**src/rtl/mux5_8a_pkg.sv**
```systemverilog
// Shared constants and types for the registered 5-to-1 byte selector.
package mux5_8a_pkg;

    localparam int WIDTH = 8;
    localparam int N_IN  = 5;
    localparam int SEL_W = 3;

    localparam logic [SEL_W-1:0] SEL_MAX = 3'd4;

    typedef logic [WIDTH-1:0] data_t;

endpackage

```
**src/rtl/mux5_8a_comb.sv**
```systemverilog
// Combinational 5-to-1 pick; unknown or out-of-range codes yield zero and raise err.
module mux5_8a_comb
    import mux5_8a_pkg::*;
#(
    parameter int DW = mux5_8a_pkg::WIDTH
) (
    input  logic [DW-1:0]    in0,
    input  logic [DW-1:0]    in1,
    input  logic [DW-1:0]    in2,
    input  logic [DW-1:0]    in3,
    input  logic [DW-1:0]    in4,
    input  logic [SEL_W-1:0] sel,
    output logic [DW-1:0]    pick,
    output logic             err
);

    // Codes with X/Z bits match no label and fall into the default branch.
    always_comb begin
        pick = '0;
        err  = 1'b0;
        case (sel)
            3'd0:    pick = in0;
            3'd1:    pick = in1;
            3'd2:    pick = in2;
            3'd3:    pick = in3;
            3'd4:    pick = in4;
            default: err  = 1'b1;
        endcase
    end

endmodule

```
**src/rtl/mux5_8a_reg.sv**
```systemverilog
// Registered 5-to-1 selector: one-cycle latency, enable hold, synchronous reset.
module mux5_8a_reg #(
    parameter int WIDTH = mux5_8a_pkg::WIDTH,
    parameter int N_IN  = mux5_8a_pkg::N_IN
) (
    input  logic             clk,
    input  logic             rst,
    input  logic             en,
    input  logic [WIDTH-1:0] in0,
    input  logic [WIDTH-1:0] in1,
    input  logic [WIDTH-1:0] in2,
    input  logic [WIDTH-1:0] in3,
    input  logic [WIDTH-1:0] in4,
    input  logic [2:0]       sel,
    output logic [WIDTH-1:0] out,
    output logic             sel_err
);

    import mux5_8a_pkg::*;

    logic [WIDTH-1:0] pick;
    logic             err;

    mux5_8a_comb #(
        .DW (WIDTH)
    ) u_comb (
        .in0  (in0),
        .in1  (in1),
        .in2  (in2),
        .in3  (in3),
        .in4  (in4),
        .sel  (sel),
        .pick (pick),
        .err  (err)
    );

    always_ff @(posedge clk) begin
        if (rst) begin
            out     <= '0;
            sel_err <= 1'b0;
        end else if (en) begin
            out     <= pick;
            sel_err <= err;
        end
    end

`ifndef SYNTHESIS
    initial begin
        assert (N_IN == 5 && SEL_MAX == 3'(N_IN - 1))
            else $error("mux5_8a_reg: block is built for exactly five inputs");
    end

    a_err_zero: assert property (@(posedge clk) sel_err |-> (out == '0));

    // A reset edge may clear out even while en is low, so it is excluded.
    a_hold: assert property (@(posedge clk) disable iff (rst)
        (!$past(en) && !$past(rst)) |-> $stable(out));
`endif

endmodule

```
**config.mk**
```make
export PLATFORM = sky130hd
export DESIGN_NAME = mux5_8a_reg
export DESIGN_NICKNAME = d
export VERILOG_FILES = /design/src/rtl/mux5_8a_pkg.sv /design/src/rtl/mux5_8a_comb.sv /design/src/rtl/mux5_8a_reg.sv
export SDC_FILE = /design/constraint.sdc
export NUM_CORES = 1
export LEC_CHECK = 0
export ABC_AREA = 1
export CORE_AREA = 2 2 56 48
export CTS_BUF_LIST = sky130_fd_sc_hd__clkbuf_8 sky130_fd_sc_hd__clkbuf_16
export DETAILED_ROUTE_END_ITERATION = 8
export DIE_AREA = 0 0 58 50
export GPL_TIMING_DRIVEN = 0
export PLACE_DENSITY_LB_ADDON = 0.12
export RECOVER_POWER = 50
export SLEW_MARGIN = 20
export SYNTH_ARGS = -nofsm -noshare
export SYNTH_HDL_FRONTEND = slang
export SYNTH_SLANG_ARGS = --single-unit
```
**constraint.sdc**
```tcl
create_clock -name clk -period 1.45 [get_ports clk]
set_input_delay 0.3625 -clock clk [delete_from_list [all_inputs] [get_ports clk]]
set_output_delay 0.3625 -clock clk [all_outputs]
set_load 0.005 [all_outputs]
```
==> out/metrics.yaml, run 1 <==
status: "completed"
multi_input_comb_area_um2: 448
ys_seq_area_frac: 0.237
htreeDepth: 1
drv_cap: 0
power_frac_clock: 0.343
io_buffers: 50
wl_per_cell_um: 13.4
final_cells: 197
coreArea_um2: 2320
track_usage: 0.197
synth_area_per_cell_um2: 6.55
grt_pass1_wl_mm: 4.31
crit_type: "reg2out"
start_util: 0.327
clkLatencyLatePin_ps: 240
fin_area_um2: 1340
hold_viol_final: 0
tightest_slew_ps: 433
cpLargestDelayFamily: "buffers and inverters"
grt_start_max_net_pins: 11
p_int_w: 0.000611
post-route-period-util: 0.976
cts_tree: "yes"
pwr-share-seq: 0.323
syn-instance-count: 116
critPathRequiredTime_ps: 1090
clk_pin_slew_ps: 40
vias: 1010
layout.nets: 217
grt_antenna_before_repair: 0
synth_top_cells_by_count: "nand3_1 (22), nand2_1 (19), nand4_1 (17)"
yosys-top-cells-area: "dfxtp_1 (24%), nand3_1 (14%), nand4_1 (14%), nand2_1 (9.4%), buf_6 (7.4%)"
synth_flop_cell: "dfxtp_1"
rows: 16
power_frac_comb: 0.334
dp_hpwl_mm: 2.01
syn-num-nets: 162
yosys.area.top_type_share: 0.237
via_per_inst: 5.13
skew_ps: 0
ant_nets: 0
worstPathArrival_ps: 1050
postLayoutCoreUtil: 0.576
maxSlewViolCount: 0
ys_ff_latch: 9
hold_ws_ps: 402
drc: 0
numCtsBuffers: 3
cp_slowest_cell: "clkdlybuf4s50_1"
diodes: 0
fillCellCount: 233
drt_iter0_drc: 35
cts-root-buf: "clkbuf_8"
register_area_um2: 180
routed_wl_mm: 2.64
synth-edff-count: 0
ys_types: 19
clock-sinks: 9
clock_path_buffers: 2
max_freq_mhz: 706
yosys_warnings: 0
power.density_nw_per_um2: 622
critPathBufInv: 1
placed_cells: 193
endpoint_kind: "primary output"
die_w_um: 58
die-area_um2: 2900
io_pins: 55
synth_most_common_cell: "nand3_1"
drive_above_1_share: 0.129
crit_chain: "clkdlybuf4s50_1"
gp_congestion: 0.779
relSlewSlack: 0.711
firstDrtPassIters: 4
switchingPower_w: 0.000221
rsz0062_at_grt: "no"
setup_violations: 0
die_h_um: 50
critPathMaxFanout: 2
fin_crit_ps: 1420
grt_pass1_vias: 957
async_flop_share: 0
sw_frac_of_total: 0.265
post_dp_cell_area_um2: 1290
grt-ovfl-total: 0
hold_class: "in2reg"
yosys.area.top_type: "dfxtp_1"
p_leak_nw: 0.538
netlist_area_um2: 759
max_stage_delay_ps: 500
area_delta_synth_final_pct: 76.1
vdd_drop_max_mv: 0.606
startpoint_type: "flip-flop"
per-layer routing:
metal | track usage | vias up | share of wire
met1 | 0.239 | 445 | 0.43
met5 | 0 | - | 0
li1 | - | 511 | -
met3 | 0.0577 | 4 | 0.078
met2 | 0.316 | 50 | 0.47
met4 | 0.0930 | 0 | 0.019
layout by cell type, fill, tap and decap left out, drive strengths merged:
cell,netlist,routed
dlygate4sd2,0,1
dfxtp,9,9
o21ai,11,11
clkinv,1,1
buf,9,9
nand4,17,17
nand3,23,23
inv,12,13
clkbuf,0,3
a21oi,9,9
clkdlybuf4s25,0,8
nand2,19,19
clkdlybuf4s50,0,41
nor2,6,6
path summary, 6_finish.rpt:
| check | slack [ps] | depth (start not counted) | endpoint | startpoint |
|---|---|---|---|---|
| max reg2reg | 840 | 2 | out[0]$_SDFFE_PP0P_ | out[0]$_SDFFE_PP0P_ |
| min reg2reg | 460 | 2 | out[4]$_SDFFE_PP0P_ | out[4]$_SDFFE_PP0P_ |
| max | 30 | 1 | out[4] | out[4]$_SDFFE_PP0P_ |
| min | 400 | 3 | sel_err$_SDFFE_PP0P_ | en |
power groups by stage:
stage,Sequential [W],Combinational [W],Clock [W]
after floorplan,0.000274,0.000115,0
after global placement,0.000273,0.000279,0
after detailed placement,0.000273,0.000282,0
after CTS,0.000269,0.000283,0.000294
after global routing,0.000270,0.000305,0.000313
final,0.000269,0.000278,0.000285
cells by family after synthesis:
logic type / after synthesis / synth area share
AND/OR/NAND/NOR: 65 / 0.448
AO/OA/AOI/OAI: 20 / 0.142
buffers and inverters: 22 / 0.173
flip-flops: 9 / 0.237
cell type report:
cell class                 instances  share of cell area
inverter                          13              0.0384
buffer                             9              0.0599
multi-input combinational         85               0.335
timing repair buffer              50               0.373
sequential                         9               0.135
clock inverter                     1             0.00281
tap                               27              0.0253
clock buffer                       3              0.0309
sequential cells by signal, summed over array words and instances, names as in the netlist:
name / flops
sel_err: 1
out: 8
stage by stage:
stage	worst slack (ps)	setup TNS [ps]	total power [W]
floorplan	329	0	0.000389
global placement	-256	-1980	0.000552
detailed placement	-267	-2110	0.000555
CTS	3.99	0	0.000845
global route	4.76	0	0.000888
finish	34.4	0	0.000832
what timing repair did:
item | CTS | global route
pin swaps | 1 | 0
cloned | 0 | 0
endpoints found under the setup margin | 5 | 8
buffers inserted | 0 | 0
resized for setup | 1 | 8
hold buffers | 0 | 0
Note: power is estimated with default switching activity, not from simulation.
==> run 2: changes to the inputs <==
Settings changed: CTS_BUF_LIST sky130_fd_sc_hd__clkbuf_8 sky130_fd_sc_hd__clkbuf_16 to default.
==> out/metrics.yaml, run 2 (synthesis gave the netlist of run 1 again) <==
post_dp_cell_area_um2: 1290
reg_top3: "out x8, sel_err x1"
die-area_um2: 2900
routed_wl_mm: 2.60
tns_ps: 0
hold_viol_final: 0
coreArea_um2: 2320
postLayoutSetupSlackWorst_ps: 239
wl_per_cell_um: 13.2
via_per_inst: 5.20
fin_crit_ps: 1210
drc: 0
crit_chain: "clkdlybuf4s25_1"
cts-root-buf: "clkbuf_4"
grt_pass1_vias: 960
io_pins: 55
clock-sinks: 9
area_delta_synth_final_pct: 71.7
firstDrtPassIters: 4
io_buffers: 50
post-route-period-util: 0.835
start_util: 0.327
cp_slowest_cell: "dfxtp_1"
hold_ws_ps: 381
worst_r2r_path_depth: 2
setup_violations: 0
reg2reg_to: "out[0]$_SDFFE_PP0P_"
clk_pin_slew_ps: 60
track_usage: 0.186
largest_reg_flops: 8
cts_tree: "yes"
grt_antenna_before_repair: 0
grt_pass1_wl_mm: 4.27
clock_path_buffers: 2
hold_class: "in2reg"
die_h_um: 50
final_cell_mix: "clkdlybuf4s50_1 (40), nand3_1 (22), nand2_1 (19)"
postCtsHoldBufs: 0
r2r_slack_ps: 840
maxSlewViolCount: 0
regMostFlops: "out"
critPathBufInv: 1
dp_hpwl_mm: 2.01
worst_hold_startpoint: "en"
critPathRequiredTime_ps: 1090
postLayoutCoreUtil: 0.561
fin_area_um2: 1300
die_w_um: 58
max_freq_mhz: 826
numCtsBuffers: 3
rsz0062_at_grt: "no"
grt-ovfl-total: 0
ant_nets: 0
fillCellCount: 239
vdd_drop_max_mv: 0.643
relSlewSlack: 0.708
startpoint_type: "flip-flop"
final_common_cell: "clkdlybuf4s50_1"
skew_ps: 0
status: "completed"
tightest_slew_ps: 438
worstReg2RegStart: "out[0]$_SDFFE_PP0P_"
vias: 1024
crit_type: "reg2out"
max_stage_delay_ps: 320
endpoint_kind: "primary output"
dp_slack_ps: -267
htreeDepth: 1
grt_start_max_net_pins: 11
worstPathArrival_ps: 850
rows: 16
critPathMaxFanout: 2
drv_cap: 0
drive_above_1_share: 0.129
layout.nets: 217
gp_congestion: 0.779
diodes: 0
p_leak_nw: 0.560
power.density_nw_per_um2: 558
clkLatencyLatePin_ps: 260
drt_iter0_drc: 37
cpLargestDelayFamily: "flip-flops"
post_cts_buffers: 0
hold_path_depth: 3
whs_endpoint: "sel_err$_SDFFE_PP0P_"
[run 2: cell types whose count changed in the layout (fill, tap and decap cells not counted), sizes merged]
cell	previous run	this run
inv	13	12
clkbuf	3	5
clkdlybuf4s50	41	40
clkdlybuf4s25	8	1
dlygate4sd2	1	8
[run 2: how the worst max path moves through the flow]
stage	start	end	slack (ps)	cells past startpoint
floorplan	sel[2]	out[1]$_SDFFE_PP0P_	330	7
global placement	sel[0]	out[7]$_SDFFE_PP0P_	-260	7
detailed placement	sel[0]	out[1]$_SDFFE_PP0P_	-270	7
CTS	out[6]$_SDFFE_PP0P_	out[6]	0.9	1
global route	sel[0]	out[7]$_SDFFE_PP0P_	190	7
finish	out[6]$_SDFFE_PP0P_	out[6]	240	1
[run 2: routing by layer]
layer  GRT usage  share of wire
met4      0.0194              0
met5           0              0
met3      0.0525          0.073
met1       0.240           0.44
met2       0.314           0.49
[run 2: final cells by class]
type | instances | area [um^2] | area share
sequential | 9 | 180 | 0.138
tap | 27 | 33.8 | 0.0259
buffer | 9 | 80.1 | 0.0614
inverter | 13 | 51.3 | 0.0393
timing repair buffer | 50 | 484 | 0.371
clock buffer | 4 | 26.3 | 0.0202
multi-input combinational | 85 | 448 | 0.344
[run 2: per-stage QoR]
step                total power, W  instances
floorplan                 0.000389        116
global placement          0.000552        193
detailed placement        0.000555        193
CTS                       0.000739        197
global route              0.000780        197
finish                    0.000727        197
[run 2: repair_timing]
action | in CTS | in global routing
endpoints found under the setup margin | 8 | 9
pin swaps | 0 | 1
resized for setup | 8 | 2
hold endpoints to repair | 0 | 0
[run 2: power by group]
group          total (W)  internal [W]  switching (W)
registers       0.000267      0.000261     0.00000584
logic           0.000271      0.000159       0.000113
clock network   0.000189      0.000106      0.0000834
total           0.000727      0.000526       0.000202
==> run 3: changes to the inputs <==
Clock period 1.45 ns to 1.2 ns, I/O delays scaled along.
==> out/metrics.yaml, run 3 (synthesis gave the netlist of run 1 again) <==
power_frac_comb: 0.375
dp_hpwl_mm: 2.01
setup_violations: 0
max_freq_mhz: 888
die_w_um: 58
skew_ps: 0
cts-root-buf: "clkbuf_4"
placed_cells: 193
tns_ps: 0
regMostFlops: "out"
start_util: 0.327
clk_pin_slew_ps: 60
final_cell_mix: "clkdlybuf4s50_1 (40), nand3_1 (22), nand2_1 (19)"
die-area_um2: 2900
p_int_w: 0.000634
htreeDepth: 1
maxSlewViolCount: 0
pwr-share-seq: 0.366
vdd_drop_max_mv: 0.774
sw_frac_of_total: 0.281
clkLatencyLatePin_ps: 260
power_frac_clock: 0.259
drv_cap: 0
startpoint_type: "flip-flop"
reg_top3: "out x8, sel_err x1"
drt_iter0_drc: 45
grt_pass1_wl_mm: 4.26
layout.nets: 219
cp_slowest_cell: "dfxtp_1"
grt-ovfl-total: 0
cts_tree: "yes"
crit_chain: "dlygate4sd2_1"
firstDrtPassIters: 4
rows: 16
critPathBufInv: 1
hold_ws_ps: 320
fin_area_um2: 1300
numCtsBuffers: 3
track_usage: 0.185
routed_wl_mm: 2.67
drc: 0
hold_viol_final: 0
coreArea_um2: 2320
hold_class: "in2reg"
grt_start_max_net_pins: 11
drive_above_1_share: 0.134
crit_type: "reg2out"
post_dp_cell_area_um2: 1290
fin_crit_ps: 1130
postCtsHoldBufs: 0
clock-sinks: 9
tightest_slew_ps: 394
finalPower_w: 0.000882
cpLargestDelayFamily: "flip-flops"
grt_antenna_before_repair: 0
max_stage_delay_ps: 310
area_delta_synth_final_pct: 71.7
critPathRequiredTime_ps: 900
final_common_cell: "clkdlybuf4s50_1"
worstPathArrival_ps: 830
wl_per_cell_um: 13.4
clock_path_buffers: 2
power.density_nw_per_um2: 676
switchingPower_w: 0.000247
via_per_inst: 5.28
final_cells: 199
rsz0062_at_grt: "no"
relSlewSlack: 0.737
status: "completed"
critPathMaxFanout: 2
post-route-period-util: 0.938
ant_nets: 0
die_h_um: 50
p_leak_nw: 0.569
io_buffers: 50
largest_reg_flops: 8
fillCellCount: 238
vias: 1050
diodes: 0
gp_congestion: 0.779
grt_pass1_vias: 956
io_pins: 55
endpoint_kind: "primary output"
-- run 3: cell count changes in the layout (fill, tap and decap cells not counted), sizes merged --
cell and delta:
clkbuf +2, buf -1, clkdlybuf4s25 -1, dlygate4sd2 +1, nor2 +1
-- run 3: repair_timing --
| action | 4_1_cts | 5_1_grt |
|---|---|---|
| buffers inserted | 0 | 0 |
| gates cloned | 0 | 2 |
| hold endpoints to repair | 0 | 0 |
| setup endpoints to repair | 18 | 6 |
| resized for setup | 10 | 2 |
| pin swaps | 1 | 1 |
-- run 3: metrics by stage --
step,setup slack [ps],utilization
6_report,74.1,0.561
5_1_grt,5.99,0.561
2_1_floorplan,141,-
3_5_place_dp,-455,0.557
3_3_place_gp,-444,0.557
4_1_cts,58.7,0.563
-- run 3: layout make-up --
| class | instances | area, um^2 | share of cell area |
|---|---|---|---|
| buffer | 9 | 73.8 | 0.0566 |
| inverter | 13 | 51.3 | 0.0393 |
| multi-input combinational | 86 | 450 | 0.345 |
| tap | 27 | 33.8 | 0.0259 |
| sequential | 9 | 180 | 0.138 |
| timing repair buffer | 51 | 488 | 0.374 |
| clock buffer | 4 | 26.3 | 0.0202 |
-- run 3: routing by layer --
metal  part of all wire  routed length (um)  track usage
met1               0.44                1180        0.240
met2               0.48                1270        0.313
met3              0.076                 203       0.0525
met4             0.0045                  12       0.0194
met5                  0                   0            0
-- run 3: path summary, 6_finish.rpt --
| kind | start | to | slack [ps] | depth (start not counted) |
|---|---|---|---|---|
| setup / recovery | out[1]$_SDFFE_PP0P_ | out[1] | 70 | 1 |
| hold / removal | en | sel_err$_SDFFE_PP0P_ | 320 | 3 |
| setup reg to reg | out[0]$_SDFFE_PP0P_ | out[0]$_SDFFE_PP0P_ | 600 | 2 |
| hold reg to reg | out[6]$_SDFFE_PP0P_ | out[6]$_SDFFE_PP0P_ | 460 | 2 |
-- run 3: power by group through the flow --
stage	combinational, W	sequential [W]	clock (W)
after floorplan	0.000139	0.000331	0
after global placement	0.000337	0.000330	0
after detailed placement	0.000341	0.000330	0
after CTS	0.000331	0.000323	0.000237
after global routing	0.000363	0.000325	0.000256
final	0.000331	0.000322	0.000228
